==> src/rtl/timer_irq_device_pkg.sv <==
// Shared definitions for the timer/interrupt device, its bridge and bench.
// Register offsets, CTRL bit positions, MODE codes and FSM states.
package timer_irq_device_pkg;

  localparam logic [3:0] OFF_CTRL   = 4'h0;
  localparam logic [3:0] OFF_PRESET = 4'h4;
  localparam logic [3:0] OFF_COUNT  = 4'h8;
  localparam logic [3:0] OFF_RSVD   = 4'hC;

  localparam int CTRL_EN   = 0;
  localparam int CTRL_MODE = 1;
  localparam int CTRL_IM   = 3;
  localparam int CTRL_W    = 4;

  localparam logic [1:0] MODE_ONESHOT = 2'b00;
  localparam logic [1:0] MODE_RELOAD  = 2'b01;

  typedef enum logic [1:0] {
    S_IDLE,
    S_LOAD,
    S_CNT,
    S_INT
  } state_t;

  typedef enum logic [1:0] {
    R_CTRL,
    R_PRESET,
    R_COUNT,
    R_RSVD
  } reg_sel_t;

endpackage

==> src/rtl/timer_irq_device_byte_merge.sv <==
// Lane merge of old and new 32-bit words under byte-enables.
// Also used by the bridge for data-memory stores.
module byte_merge (
  input  logic [31:0] old_data,
  input  logic [31:0] new_data,
  input  logic [3:0]  byteen,
  output logic [31:0] merged
);

  always_comb begin
    merged = old_data;
    for (int i = 0; i < 4; i++) begin
      if (byteen[i]) begin
        merged[8*i +: 8] = new_data[8*i +: 8];
      end
    end
  end

endmodule

==> src/rtl/timer_irq_device.sv <==
// Memory-mapped countdown timer raising a registered interrupt on expiry.
// One-shot and auto-reload modes; combinational register reads.
module timer_irq_device
  import timer_irq_device_pkg::*;
#(
  parameter int CNT_W = 32
) (
  input  logic        clk,
  input  logic        reset,
  input  logic [3:0]  addr,
  input  logic [3:0]  byteen,
  input  logic [31:0] wdata,
  output logic [31:0] rdata,
  output logic        irq
);

  localparam logic [CNT_W-1:0] ONE = CNT_W'(1);

  logic [CTRL_W-1:0] ctrl;
  logic [CNT_W-1:0]  preset;
  logic [CNT_W-1:0]  count;
  state_t            state;
  logic              irq_flag;

  reg_sel_t    sel;
  logic        wr_ctrl;
  logic        wr_preset;
  logic        en;
  logic [1:0]  mode;
  logic [31:0] merged;
  logic        unused_ok;

  assign sel       = reg_sel_t'(addr[3:2]);
  assign wr_ctrl   = (|byteen) && (sel == R_CTRL);
  assign wr_preset = (|byteen) && (sel == R_PRESET);
  assign en        = ctrl[CTRL_EN];
  assign mode      = ctrl[CTRL_MODE +: 2];
  assign unused_ok = ^addr[1:0];

  always_comb begin
    rdata = '0;
    unique case (sel)
      R_CTRL:   rdata = 32'(ctrl);
      R_PRESET: rdata = 32'(preset);
      R_COUNT:  rdata = 32'(count);
      default:  rdata = '0;
    endcase
  end

  // The read mux already selects the old value of the addressed register.
  byte_merge u_merge (
    .old_data (rdata),
    .new_data (wdata),
    .byteen   (byteen),
    .merged   (merged)
  );

  always_ff @(posedge clk) begin
    if (!reset) begin
      ctrl     <= '0;
      preset   <= '0;
      count    <= '0;
      state    <= S_IDLE;
      irq_flag <= 1'b0;
      irq      <= 1'b0;
    end else begin
      irq <= ctrl[CTRL_IM] & irq_flag;
      if (wr_preset) begin
        preset <= merged[CNT_W-1:0];
      end
      if (wr_ctrl) begin
        ctrl     <= merged[CTRL_W-1:0];
        irq_flag <= 1'b0;
      end
      unique case (state)
        S_IDLE: begin
          if (en) state <= S_LOAD;
        end
        S_LOAD: begin
          count <= preset;
          state <= S_CNT;
        end
        S_CNT: begin
          if (!en) begin
            state <= S_IDLE;
          end else if (count > ONE) begin
            count <= count - ONE;
          end else begin
            count    <= '0;
            irq_flag <= 1'b1;
            state    <= S_INT;
          end
        end
        S_INT: begin
          state <= S_IDLE;
          // A software CTRL write in this cycle keeps its own EN value.
          if (mode == MODE_RELOAD) begin
            irq_flag <= 1'b0;
          end else if (!wr_ctrl) begin
            ctrl[CTRL_EN] <= 1'b0;
          end
        end
        default: state <= S_IDLE;
      endcase
    end
  end

endmodule
==> config.mk <==
export PLATFORM = sky130hd
export DESIGN_NAME = timer_irq_device
export DESIGN_NICKNAME = d
export VERILOG_FILES = /design/src/rtl/timer_irq_device_pkg.sv /design/src/rtl/timer_irq_device_byte_merge.sv /design/src/rtl/timer_irq_device.sv
export SDC_FILE = /design/constraint.sdc
export NUM_CORES = 1
export LEC_CHECK = 0
export BUFFER_PORTS_ARGS = -buffer_cell sky130_fd_sc_hd__buf_2
export CAP_MARGIN = 20
export CORE_ASPECT_RATIO = 1.5
export CORE_UTILIZATION = 55
export CTS_CLUSTER_SIZE = 12
export DETAILED_ROUTE_END_ITERATION = 8
export PLACE_DENSITY = 0.87
export SLEW_MARGIN = 20
export SYNTH_ARGS = -nofsm -noshare
export SYNTH_HDL_FRONTEND = slang
export SYNTH_SLANG_ARGS = --single-unit
==> constraint.sdc <==
create_clock -name clk -period 4.4 [get_ports clk]
set_input_delay 0.22 -clock clk [delete_from_list [all_inputs] [get_ports clk]]
set_output_delay 0.22 -clock clk [all_outputs]
set_load 0.02 [all_outputs]
==> qor.csv <==
metric,value,unit
status,completed,
chipHeight,111.9,um
p_int,1.238,mW
critPathMaxStageDelay,0.58,ns
hold_viol_final,0,
met1_usage,34.87,%
routed_via_density,6.219,
drv_cap,0,
leakage,2.329,nW
cts_sinks,72,
critPathKind,flip-flop to flip-flop,
worst_pin_slew,0.6815,ns
setup_violations,0,
cts_tree,yes,
path_max_fanout,28,
seq_area,1441,um2
ant_nets,0,
antenna_cells,0,
place_congestion,0.9104,
fp.coreArea,7710,um2
cp.required,4.63,ns
stdcell_count,716,
finalNetCount,653,
multiInputGateArea,2781,um2
clk_pin_slew,0.06,ns
path_cells,or4_4 > nor4_2 > nand4_1 > nand3b_2 > o21ai_1 > o211a_1,
cts_buffer_depth,2,
p_seq_share,40.5,%
yosys-top-cells-area,"dfxtp_1, o21ai_0, mux2i_1",
grt_first_pass_wirelength,19600,um
setup.worst_path.start_class,flip-flop,
fp.dieW,75.24,um
pwr-share-clk,44.5,%
synthCells,565,
yosys.area.top_type,dfxtp_1,
ys_types,53,
timing.fmax,365.5,MHz
arrival,2.97,ns
hold_class,input port to flip-flop,
synth_top_area_share,32.57,%
numCtsBuffers,9,
cts_max_level,3,
final_layout_size_suffix_gt1_share,18.08,%
cts_resized,0,
nFillCells,641,
grt-ovfl-total,0,
die_area,8416,um2
finalSetupTns,0,ns
syn_nets,609,
busiest_layer,met2,
power.switching,0.4600,mW
cp_top_family,simple AND/OR/NAND/NOR gates,
grt_util_met3,4.615,%
placed_cells,699,
drc,0,
syn_to_final_growth,15.58,%
initial_core_util,57.40,%
critPathBufInv,0,
synth_area,4425,um2
io_pins,75,
post_cts_buffers,0,
core.rowCount,39,
sw_frac_of_total,27.09,%
wl_per_cell,16.54,um
maxSlewHeadroom,54.48,%
portBuffers,72,
ctsHoldBuffers,0,
power_frac_comb,15.0,%
synth-seq-cells,72,
clk_latency,0.34,ns
report.final.slew_viol_count,0,
pwr_density_cell,332.0,nW/um2
min_period,2.736,ns
end_kind,flip-flop,
met2_usage,50.63,%
synth-warning-count,0,
routed_wl,11840,um
clockRootBuffer,clkbuf_16,
first_pass_iters,7,
yosysSeqAreaShare,32.57,%
post-dp-hpwl,7763,um
vias,4453,
avgSynthCellArea,7.833,um2
drt_iter0_drc,424,
post-route-util,66.34,%
grt_pass1_vias,4285,
critical-path-slowest-cell,or4_4,
rsz0062_at_grt,no,
grt_max_degree,73,
grt_use_total,29.92,%
ir_drop,322.4,uV
antenna_found_initial,0,
fin_crit_sh,62.18,%
fin_skew,0.008600,ns
-- kinds of logic (layout without fill, tap and decap cells) --
| group | Yosys count | count (layout) | synth area share [%] |
|---|---|---|---|
| compound gates | 210 | 210 | 29.57 |
| simple gates | 178 | 178 | 22.00 |
| flops | 72 | 72 | 32.57 |
| buf+inv | 57 | 106 | 5.061 |
| mux | 40 | 40 | 9.047 |
| xor+xnor | 6 | 6 | 1.187 |
| fa+ha+maj | 2 | 2 | 0.5654 |
-- power groups by stage --
stage | Sequential, mW | Combinational, mW | Clock [mW]
after floorplan | 0.694 | 0.192 | 0
after global placement | 0.700 | 0.242 | 0
after detailed placement | 0.701 | 0.251 | 0
after CTS | 0.687 | 0.253 | 0.758
after global routing | 0.690 | 0.281 | 0.787
final | 0.688 | 0.255 | 0.755
-- path summary, 6_finish.rpt --
kind / startpoint / end / slack (ns) / depth (start not counted)
worst max-delay path: count[18] / count[12] / 1.66 / 6
worst min-delay path: wdata[17] / preset[17] / 0.27 / 4
worst max register to register: count[18] / count[12] / 1.66 / 6
worst min register to register: ctrl[3] / irq / 0.50 / 1
-- routing by layer --
metal	vias up	wire, um
li1	2144	-
met2	147	6234
met1	2131	4695
met4	0	312
met5	-	0
met3	31	598
-- cell usage in the layout (no fill, tap or decap), drive strengths merged, types with 3 or more instances in the layout --
master   n
a22o    28
and2    40
a21o     5
a211oi   3
nor4    12
nor3    11
mux2i   40
nand2   52
or4      4
inv     11
o21bai   7
nor2    21
and3     3
a21oi   41
a22oi    4
o211a    7
o21ai   96
xnor2    5
clkbuf  11
or3     14
a31o     3
buf     79
nand3b   3
nand3    4
nor2b    3
nand4    3
dfxtp   72
nand2b   3
o21a     5
-- per-stage QoR --
stage / worst slack [ns] / power [mW] / cell area [um2] / hold WS [ns]
3_3_place_gp: 1.840 / 0.9416 / 4792 / 0.4915
4_1_cts: 1.736 / 1.698 / 5105 / 0.2644
6_report: 1.664 / 1.698 / 5115 / 0.2654
5_1_grt: 1.484 / 1.758 / 5115 / 0.2999
2_1_floorplan: 2.188 / 0.8856 / 4425 / 0.4596
3_5_place_dp: 1.780 / 0.9521 / 4797 / 0.4896
-- area by class of cell --
cell class                      instances  area share (%)
Clock buffer                           11           4.941
Clock inverter                          5           1.076
Inverter                               11          0.8072
Multi-Input combinational cell        436           54.38
Sequential cell                        72           28.18
Tap cell                              102           2.495
Timing Repair Buffer                   79           8.121
-- Yosys cell counts (all sizes together) --
master  count
a211oi      3
a21o        5
a21oi      41
a22o       28
a22oi       4
a31o        3
a31oi       2
and2       40
and3        3
and3b       1
and4        1
buf         8
clkbuf     38
dfxtp      72
ha          2
inv        11
mux2i      40
nand2      52
nand2b      3
nand3       4
nand3b      3
nand4       3
nor2       21
nor2b       3
nor3       11
nor3b       2
nor4       12
o211a       7
o21a        5
o21ai      96
o21ba       1
o21bai      7
o221a       2
o22ai       2
o31a        1
o32ai       1
o41ai       2
or3        14
or3b        1
or4         4
xnor2       5
xor2        1
-- registers in the layout (all words and copies together), names as in the netlist --
name,cells
irq_flag,1
ctrl,4
irq,1
count,32
preset,32
state,2
-- worst reg2reg max path: stages, from the launching register on --
cell and delay [ns]:
dfxtp_1 0.37, or4_4 0.59, nor4_2 0.44, nand4_1 0.25, nand3b_2 0.58, o21ai_1 0.22
o211a_1 0.18
(Power assumes the default switching activity.)
